--- config.mk ---
export PLATFORM = sky130hd
export DESIGN_NAME = uart_rx_fifo
export DESIGN_NICKNAME = d
export VERILOG_FILES = /design/src/rtl/uart_rx_fifo.sv
export SDC_FILE = /design/constraint.sdc
export NUM_CORES = 1
export LEC_CHECK = 0
export CORE_ASPECT_RATIO = 1.75
export CORE_MARGIN = 4
export CORE_UTILIZATION = 41
export CTS_CLUSTER_DIAMETER = 40
export CTS_CLUSTER_SIZE = 28
export DETAILED_ROUTE_END_ITERATION = 8
export GPL_TIMING_DRIVEN = 0
export RECOVER_POWER = 50
export SYNTH_ARGS = -nofsm -noshare
export SYNTH_HDL_FRONTEND = slang
export SYNTH_SLANG_ARGS = --single-unit
--- constraint.sdc ---
create_clock -name clk -period 2.32 [get_ports clk]
set_input_delay 0.58 -clock clk [delete_from_list [all_inputs] [get_ports clk]]
set_output_delay 0.58 -clock clk [all_outputs]
set_load 0.02 [all_outputs]
--- src/rtl/uart_rx_fifo.sv ---
// Receive FIFO behind uart_rx: captures byte strobes and presents them as a show-ahead valid/ready stream.
// Define UART_RX_FIFO_THRESH_EN to add the registered o_thresh fill-level flag (RX interrupt request).
module uart_rx_fifo #(
   parameter int DLEN   = 8,
   parameter int DEPTH  = 16,
   parameter int THRESH = 12
) (
   input  logic                       clk,
   input  logic                       rstn,
   input  logic                       i_rvalid,
   input  logic [DLEN-1:0]            i_rdata,
   output logic                       o_tvalid,
   output logic [DLEN-1:0]            o_tdata,
   input  logic                       i_tready,
   output logic [$clog2(DEPTH):0]     o_level,
   output logic                       o_empty,
   output logic                       o_full,
   output logic                       o_overrun,
   input  logic                       i_overrun_clr
`ifdef UART_RX_FIFO_THRESH_EN
   ,
   output logic                       o_thresh
`endif
);

   localparam int AW = $clog2(DEPTH);
   localparam int PW = AW + 1;

   logic [DLEN-1:0] mem [DEPTH];
   logic [PW-1:0]   wr_ptr_q, wr_ptr_d;
   logic [PW-1:0]   rd_ptr_q, rd_ptr_d;
   logic            overrun_q, overrun_d;
   logic            empty, full, push, pop, drop;

   // Extra wrap bit distinguishes full from empty when the index bits match.
   assign empty = (wr_ptr_q == rd_ptr_q);
   assign full  = (wr_ptr_q[AW-1:0] == rd_ptr_q[AW-1:0]) && (wr_ptr_q[AW] != rd_ptr_q[AW]);

   assign pop  = !empty && i_tready;
   assign push = i_rvalid && (!full || pop);
   assign drop = i_rvalid && full && !pop;

   assign wr_ptr_d  = push ? wr_ptr_q + PW'(1) : wr_ptr_q;
   assign rd_ptr_d  = pop  ? rd_ptr_q + PW'(1) : rd_ptr_q;
   assign overrun_d = drop ? 1'b1 : (i_overrun_clr ? 1'b0 : overrun_q);

   always_ff @(posedge clk) begin
      if (!rstn) begin
         wr_ptr_q  <= '0;
         rd_ptr_q  <= '0;
         overrun_q <= 1'b0;
      end else begin
         wr_ptr_q  <= wr_ptr_d;
         rd_ptr_q  <= rd_ptr_d;
         overrun_q <= overrun_d;
      end
   end

   always_ff @(posedge clk) begin
      if (push) mem[wr_ptr_q[AW-1:0]] <= i_rdata;
   end

   assign o_level   = wr_ptr_q - rd_ptr_q;
   assign o_empty   = empty;
   assign o_full    = full;
   assign o_tvalid  = !empty;
   assign o_tdata   = mem[rd_ptr_q[AW-1:0]];
   assign o_overrun = overrun_q;

`ifdef UART_RX_FIFO_THRESH_EN
   logic [PW-1:0] level_d;
   logic          thresh_q;

   assign level_d = wr_ptr_d - rd_ptr_d;

   always_ff @(posedge clk) begin
      if (!rstn) thresh_q <= 1'b0;
      else       thresh_q <= (level_d >= PW'(THRESH));
   end

   assign o_thresh = thresh_q;
`endif

endmodule

==> metrics.txt <==
status=complete, but fails checks; area added between synthesis and finish=30.5%; drt first pass iters=4; proportion of layout cells with a drive suffix above 1=42.7%; Final HPWL DP=~7900 um; Die ar.=between 15000 and 20000 um^2; vias in the first global route=~3300; H-tree depth reported by CTS=4; yosys warns=0; width of the die=97.1 um; post-synth design cell area=approximately 5700 um^2; count of clock tree sinks=~140; placement row count=between 50 and 60; wire length of the first global-routing pass=18800 um; power per unit of standard cell area=~940 nW/um^2; clock edge transition at the registers on the reported setup and hold paths=60 ps; # IOs=30; cell-by-cell listing of the critical path=buf_12 -> buf_12 -> buf_12 -> mux4_2 -> a22oi_2 -> nand2_1 -> buf_6; clock buffers created by TritonCTS=17; startpoint class of the critical path=register; unrepaired setup endpoints after global routing=yes; least setup slack across all paths after layout=-356 ps; root buffer cell=clkbuf_16; final critical delay including setup and external delays=2680 ps; core area=between 10000 and 15000 um^2; Worst Max-Slew Pin Slew=about 800 ps; placed cells=507; Die Height=164 um; Synth area leaders=edfxtp_1 67%, mux4_2 13%, dfxtp_1 5.3%, a22oi_1 2.1%, ha_1 2.0%; timing-limited maximum frequency=374 MHz; sum of buffers and inverters on the critical path=4; routed via count=3051; Synthesized Nets=roughly 330; top library cells by usage in the layout, fill and taps aside=128 x edfxtp_1, 32 x mux4_2, 26 x buf_4, 17 x clkbuf_16; Hold Buf Count CTS=0; maximum cell stage delay along the critical path=~500 ps; routed vias/inst=between 5 and 6; period utilisation layout=115%; antenna violations before repair=0; maximum VDD drop=approximately 0.58 mV; final count of negative-setup-slack endpoints=between 100 and 150; nets=slightly above 400; count of inserted antenna diode cells=0; number of failing hold endpoints at the final stage=0; all-layer global routing usage=approximately 16%; most used flip-flop cell after synthesis=edfxtp_1; arrival time at the worst endpoint=~2100 ps; cell taking the most area after synthesis=edfxtp_1; sequential element share of the synthesized area=about 73%; Async SR Flop Fraction=0%; worst-path maximum fanout=6; RePlAce Congestion=0.837; total of flip-flops plus latches after synthesis=around 140; drt drc=0; number of maximum-capacitance constraint violations=0; Post-Syn Instances=between 300 and 400; CTS tree=done; leakage power figure=~0.0024 uW; number of distinct library cells after synthesis=39; required time of the critical path=between 1500 and 2000 ps; Port Buffer Count=29; violations in the final reports=setup timing; setup TNS=-15090 ps; Max Buffers Root-to-Sink=2; relative slew slack=a little under half; final cell count without fillers=570; First DRT Iteration DRCs=223; DRT antenna net count=0; post-DR wirelength/cell=21.3 um; area share of the largest cell type after synthesis=67.5%; worst setup skew after layout=around 14 ps; pin count of the biggest net entering global routing=17; Slew Viols, Final=0; startpoint-to-endpoint class of the critical path=register to primary output; number of enable flip-flop cells after synthesis=~130; final hold slack=slightly below 500 ps; total overflow reported by the global router=0; critical path's most frequent cell=buf_12; synthesized area per cell=approximately 19 um^2; endpoint kind of the worst setup timing path=primary output; commonest non-fill, non-tap cell in the layout=edfxtp_1; effective utilization at floorplan=42.1%; clock latency on the worst-skew pair=410 ps; total detailed-routing wirelength=12200 um; Slowest cell on crit path=mux4_2; worst min-delay path category=register to register; kind of cell with the highest combined delay on the critical path=buffers and inverters
==> final timing paths <==
path	from	to	slack, ps	cells past startpoint
setup / recovery	register	o_tdata[6]	-360	7
hold / removal	o_overrun	o_overrun	490	2
setup reg to reg	rd_ptr_q[3]	mem[1][0]	-170	10
hold reg to reg	o_overrun	o_overrun	490	2
==> layout make-up <==
cell class / instances / area (um^2)
well taps: 174 / 218
plain buffers: 12 / 121
repair buffers: 60 / 598
clock inverters: 15 / 150
fillers: 1028 / 6090
multi-input cells: 140 / 1730
flip-flops and latches: 143 / 4160
clock buffers: 17 / 425
inverters: 9 / 38.8
==> state kept, by name (all words and copies together), names as in the netlist, named ones only <==
| signal | cells |
|---|---|
| wr_ptr_q | 5 |
| mem | 128 |
| rd_ptr_q | 5 |
| o_overrun | 1 |
==> logic make-up (layout without fill, tap and decap cells) <==
family / count (synthesis) / after routing / share of synthesized area (%)
AO/OA/AOI/OAI: 31 / 31 / 4.24
XOR/XNOR: 11 / 11 / 1.82
adder cells (fa/ha/maj): 10 / 10 / 2.33
buffers and inverters: 21 / 113 / 1.56
flip-flops: 143 / 143 / 72.7
multiplexers: 33 / 33 / 12.8
AND/OR/NAND/NOR: 55 / 55 / 4.50
==> synthesized netlist by cell type (all sizes together) (4+ instances only) <==
cell type / instances
dfxtp: 15
a21oi: 4
nand2: 13
nor2: 21
a22oi: 16
xor2: 6
edfxtp: 128
mux4: 32
ha: 9
nor3: 4
xnor2: 5
inv: 8
buf: 9
==> worst reg2reg max path, stage by stage, from the launching register on <==
cell      delay [ps]
dfxtp_4          370
inv_4             40
ha_4             240
nand4_1          100
clkbuf_1         220
buf_4            160
buf_4            100
o31a_1           390
nand2_4          190
nor3_4           240
buf_12           160
==> report_power, final <==
| part | switching, uW | leakage, uW | internal, uW |
|---|---|---|---|
| combinational | 677 | 0.000881 | 797 |
| sequential | 30.1 | 0.00128 | 2850 |
| clock | 1090 | 0.000277 | 1510 |
| total | 1800 | 0.00244 | 5160 |
==> metrics by stage <==
step | cell area, um^2 | util (%) | worst slack (ps) | total power [uW]
after floorplan | 5710 | - | 138 | 3590
after global placement | 6220 | 46.0 | -629 | 3990
after detailed placement | 6220 | 46.0 | -669 | 4000
after CTS | 7310 | 54.1 | -368 | 6960
after global routing | 7440 | 55.0 | -426 | 7220
final | 7440 | 55.0 | -356 | 6960
==> metal layers <==
layer	part of all wire (%)	global-route usage (%)
met5	0	0
met4	4.8	10.2
met3	3.5	4.04
met2	56	29.0
met1	36	17.3
==> what timing repair did <==
| action | 4_1_cts | 5_1_grt |
|---|---|---|
| resized for setup | 151 | 29 |
| pin swaps | 23 | 19 |
| setup buffers | 22 | 10 |
| cloned | 2 | 0 |
| endpoints found under the setup margin | 145 | 66 |
No activity file was read; power rests on OpenSTA's default activity.
==> RTL change 1: new RTL, config.mk and constraints unchanged <==
`DEPTH`: 16 -> 8.
--- a/src/rtl/uart_rx_fifo.sv
+++ b/src/rtl/uart_rx_fifo.sv
@@ -3,5 +3,5 @@
 module uart_rx_fifo #(
    parameter int DLEN   = 8,
-   parameter int DEPTH  = 16,
+   parameter int DEPTH  = 8,
    parameter int THRESH = 12
 ) (
Ports: changed (resized o_level); port bits go from 30 to 29. The function was not compared with the original's and may differ.
==> RTL change 1 against the unedited design <==
  * The flow still finishes with violations (negative setup slack)
  * Via count is 46% lower
  * Sequential cell count is 67 lower
  * Core utilization is 1.6 points lower
  * Clock skew is 0.0093 ns lower
  * Synthesized area is 45% lower
  * Wire length is 52% lower
  * Non-clock buffer count is 32 lower
  * Cell area is 46% lower
  * Worst setup slack better by 0.21 ns
  * Power is 47% lower
  * Hold slack better by 0.077 ns
  * Largest power group unchanged
  * Highest routed layer unchanged
==> RTL change 1: results (changes against the unedited design) <==
The final worst setup slack is -0.144 ns (+0.213 ns). The proportion of cell area occupied by multi-input gates works out to 24.5% (+1.3 points). The setup slack on the worst flop-to-flop path is -0.01 ns (+0.16 ns). Clock tree skew after final layout: 0.00484 ns (-0.00931 ns). The net switching component of the power is 0.892 mW (-50%), and the TritonCTS buffer count is 9 (-8). The logs give 2180 µm² (-48%) for the footprint of the flip-flops and latches and 0.725 (-13%) for the global placer's final weighted congestion. The largest vdd supply drop was 0.410 mV (-29%); the total number of H-tree levels was 3 (-1). The count of multi-input gates is 84 (-40%). The run gives 1.88 ns (-0.22 ns) as the critical path data arrival time. The flow ran to the end, but the final reports show violations. The tools report the count of unique library cells instantiated by Yosys as 34 (-13%). The setup violation total in the final timing report came out at 19 (-84%).

The final reports fail on negative setup slack. The run gives 3810 µm (-52%) as the half-perimeter wire length of the detailed placement result. The adder and majority cell fraction of the synthesized area is 2.62% (+0.29 points), and the flip-flop count of the largest register, all copies and words added is 64 (-50%).

The worst hold slack across all endpoints is 0.563 ns (+0.0772 ns), and the leakage power is 1.37 nW (-44%). The post-cts repair resize count is 96 (-36%), and the routed via count divided by cell count is 5.26 (-1.8%). The buffer count excluding the clock tree in the final layout came out at 40 (-44%). The reg-to-reg startpoint was wr_ptr_q[2]. The relative contribution of the clock network to total power is 35.2% (-2.2 points), and the power in combinational cells is 0.843 mW (-43%).

The path with the worst hold slack has its endpoint at wr_ptr_q[3]. The tools report the post-synthesis net count as 194 (-41%). The number of enable flip-flop cells after synthesis is 64 (-50%), and the placement-stage cell area is 3560 µm² (-43%). The tools report the total wirelength of the detailed-routed design as 5850 µm (-52%). In this run the critical register-to-register path is captured at mem[7][1].

The share of the synthesized netlist area taken by xor and xnor gates was 2.46% (+0.64 points). The logs give 291 (-43%) for the number of cells in the design after placement and 6 (-73%) for the count of buffers added by post-CTS timing repair for setup. The run gives 13 (-4) as the largest net degree at the start of global routing.

The later-pin clock latency in the skew report is 0.32 ns (-0.09 ns). The number of buffers inserted by port buffering was 28 (-3.4%); the worst slack at placement was -0.666 ns (+0.00261 ns). Mean post-synth cell area: 18.0 µm² (-3.8%).

The number of global-route vias before repair is 1707 (-48%). The global-route met1 utilization is 16.2% (-1.1 points). The total routing usage reported by global routing was 14.4% (-2.0 points); the share of final layout cell area taken by non-clock buffers was 10.6% (+0.96 points). The cell family contributing the most delay on the critical path is multiplexers.
==> RTL change 1: cell count changes in the layout (fill, tap and decap cells not counted), moves of 7 or more <==
cell	before	now
sky130_fd_sc_hd__buf_4	26	5
sky130_fd_sc_hd__edfxtp_1	128	64
sky130_fd_sc_hd__mux2_4	0	7
sky130_fd_sc_hd__mux4_2	32	13
sky130_fd_sc_hd__clkbuf_16	17	9
sky130_fd_sc_hd__a22oi_2	10	0
sky130_fd_sc_hd__nor2_4	11	0
==> RTL change 1: per-layer routing <==
metal / up-vias / routed length, µm / share of wire [%]
li1: 777 / - / -
met1: 819 / 2230 / 38
met2: 42 / 3240 / 55
met3: 7 / 287 / 4.9
met4: 0 / 87 / 1.5
met5: - / 0 / 0
==> RTL change 1: cells by family (layout without fill, tap and decap cells) <==
kind of cell / count (synthesis) / count (layout)
fa+ha+maj: 6 / 6
flops: 76 / 76
simple gates: 32 / 32
xor+xnor: 8 / 8
buf+inv: 15 / 65
mux: 24 / 24
compound gates: 14 / 14
==> RTL change 2: new RTL, same settings <==
Without the edit above. Register the output `o_level`, with the module's reset; this adds one clock of latency there. The other outputs are not delayed to match.
--- a/src/rtl/uart_rx_fifo.sv
+++ b/src/rtl/uart_rx_fifo.sv
@@ -61,5 +61,11 @@
    end
 
-   assign o_level   = wr_ptr_q - rd_ptr_q;
+   always_ff @(posedge clk) begin
+      if (!rstn) begin
+         o_level <= '0;
+      end else begin
+         o_level <= wr_ptr_q - rd_ptr_q;
+      end
+   end
    assign o_empty   = empty;
    assign o_full    = full;
Formal check against the unedited RTL: not equivalent (Yosys sat finds a counterexample within 4 cycles, from zero or initial values and one cycle with rstn low).
==> RTL change 2 against the unedited design <==
  * The flow still finishes with violations (negative setup slack)
  * Core utilization decreased by 1.8 points
  * Wire length increased by 2.6%
  * Synthesized area increased by 2.3%
  * Sequential cell count increased by 5
  * Global-route usage decreased by 0.22 points
  * Power decreased by 2.7%
  * Cell area decreased by 0.45%
  * First-iteration DRC count decreased by 29%
  * Maximum frequency increased by 0.16%
  * Critical path depth unchanged
  * Sequential share of layout area increased by 1.5 points
  * Die area increased by 2.1%
  * Worst setup slack improved by 0.0044 ns
  * Final cell count increased by 0.53%
  * Critical endpoint is now o_tdata[5]
  * Largest cell class unchanged
  * Highest routed layer unchanged
==> RTL change 2: results (changes against the unedited design) <==
The run finished, with violations left. The checks that failed: negative setup slack. Initial antenna violation count: 0 (unchanged). The area fraction in compound gates after synthesis was 4.16% (-0.073 points); the post-synthesis net count was 339 (+3.7%). The worst-margin pin slew was 0.737 ns (-0.0742 ns); the wire length of the first global-routing pass was 19000 µm (+1.1%). For the setup violation total in the final timing report, the log shows 139 (+15%). By area the synthesized netlist is led by sky130_fd_sc_hd__edfxtp_1 (66%), sky130_fd_sc_hd__mux4_2 (12%), sky130_fd_sc_hd__dfxtp_1 (6.9%), sky130_fd_sc_hd__a22oi_1 (2.1%), sky130_fd_sc_hd__ha_1 (1.9%). The largest vdd supply drop is 0.559 mV (-3.8%), and the post-CTS clock slew at the launch and capture registers of the worst setup and hold paths is 0.06 ns (about the same).

Proportion of register bits with asynchronous set or reset after synthesis: 0% (unchanged). For the clock tree skew after final layout, the log shows 0.00761 ns (-0.00654 ns). The sequential cell area fraction in the yosys report came out at 72.8% (+0.094 points). The tools report the largest net degree at the start of global routing as 17 (unchanged). The tools report the number of cells in the design after placement as 522 (+3.0%). The worst slack at placement is -0.640 ns (+0.0285 ns), and the number of antenna-violating nets in the routed design is 0 (unchanged).

The run gives 4 (unchanged) as the total number of H-tree levels. The final worst setup slack came out at -0.352 ns (+0.00440 ns). The number of global-route vias before repair is 3293 (+0.70%). The number of enable flip-flop cells after synthesis is 128 (unchanged). The final instance area was 7400 µm² (-0.45%); the routed via count divided by cell count was 5.42 (+1.2%). The initial DRC count is 159 (-29%). The adder and majority cell fraction of the synthesized area is 2.28% (-0.052 points), and the share of synthesized area spent on multiplexers is 12.5% (-0.29 points). By count the netlist is led by sky130_fd_sc_hd__edfxtp_1 (128), sky130_fd_sc_hd__mux4_2 (32), sky130_fd_sc_hd__nor2_1 (26), sky130_fd_sc_hd__dfxtp_1 (20), sky130_fd_sc_hd__a22oi_1 (16).

The number of inserted diodes came out at 0 (unchanged). The total routing usage reported by global routing was 16.1% (-0.22 points); the maximum fanout along the worst path was 5 (-1). Count of buffers added by post-CTS timing repair for setup: 11 (-50%). Global placer's final weighted congestion: 0.855 (+2.2%). Proportion of layout cells with a drive suffix above 1: 36.9% (-5.8 points). The run gives 120 (-21%) as the post-cts repair resize count. The half-perimeter wire length of the detailed placement result came out at 8260 µm (+4.2%).

Flip-flop count of the largest register, all copies and words added: 128 (unchanged). The routed wirelength normalized by instance count was 21.8 µm (+2.0%); the total negative setup slack was -15.62 ns (-0.532 ns). The layout filler cell count was 1109 (+7.9%).

The number of buffers inserted by port buffering is 29 (unchanged), and the number of detailed-routing iterations run before antenna repair is 4 (unchanged). For the final layout net count, the log shows 406 (unchanged). The total number of vias was 3103 (+1.7%). The tools report the leakage power as 2.36 nW (-3.4%). The run gives 316 (+3.9%) as the post-synthesis cell count.

The master cell of the clock root buffer was sky130_fd_sc_hd__clkbuf_16. The TritonCTS buffer count was 17 (unchanged); the yosys synthesis warning count was 0 (unchanged). Placement-stage cell area: 6350 µm² (+2.2%).

The count of unique library cells instantiated by Yosys is 39 (unchanged). The share of the synthesized netlist area taken by xor and xnor gates works out to 1.76% (-0.062 points).
## RTL change 2: report_power, final
group          internal (mW)  total [mW]  switching (mW)
clock                   1.39        2.49            1.10
sequential              2.96        2.99          0.0329
combinational          0.669        1.29           0.622
total                   5.01        6.77            1.75
## RTL change 2: worst max-delay path: stages (launching register included)
cell,delay (ns)
sky130_fd_sc_hd__dfxtp_2,0.33
sky130_fd_sc_hd__buf_8,0.13
sky130_fd_sc_hd__buf_4,0.14
sky130_fd_sc_hd__buf_16,0.12
sky130_fd_sc_hd__mux4_2,0.51
sky130_fd_sc_hd__a22oi_2,0.20
sky130_fd_sc_hd__nand2_1,0.08
sky130_fd_sc_hd__buf_2,0.16
## RTL change 2: per-layer routing
layer,vias up,track usage (%),share of wire [%]
li1,1397,-,-
met1,1586,17.6,36
met4,0,8.38,4.4
met5,-,0,0
met2,86,28.4,56
met3,34,4.08,3.7
## RTL change 2: final cells by class
class	count	area share (%)
Inverter	9	0.456
Buffer	13	1.62
Multi-Input combinational cell	146	23.1
Sequential cell	148	57.4
Timing Repair Buffer	48	7.01
Tap cell	177	2.99
Clock inverter	14	1.57
Clock buffer	18	5.80
## RTL change 2: path summary, 6_finish.rpt
kind	startpoint	to	slack (ns)	depth (start not counted)
setup reg to reg	wr_ptr_q[1]	mem[3][5]	-0.19	6
setup / recovery	register	o_tdata[5]	-0.35	7
hold reg to reg	o_overrun	o_overrun	0.48	2
hold / removal	o_overrun	o_overrun	0.48	2
## RTL change 2: kinds of logic (layout without fill, tap and decap cells)
kind of cell,after synthesis,after routing
AOI/OAI and AO/OA,32,32
DFF,148,148
xor gates and xnor gates,10,10
adders and majority gates,10,10
buffers and inverters,22,102
and+or+nand+nor,61,61
muxes,33,33
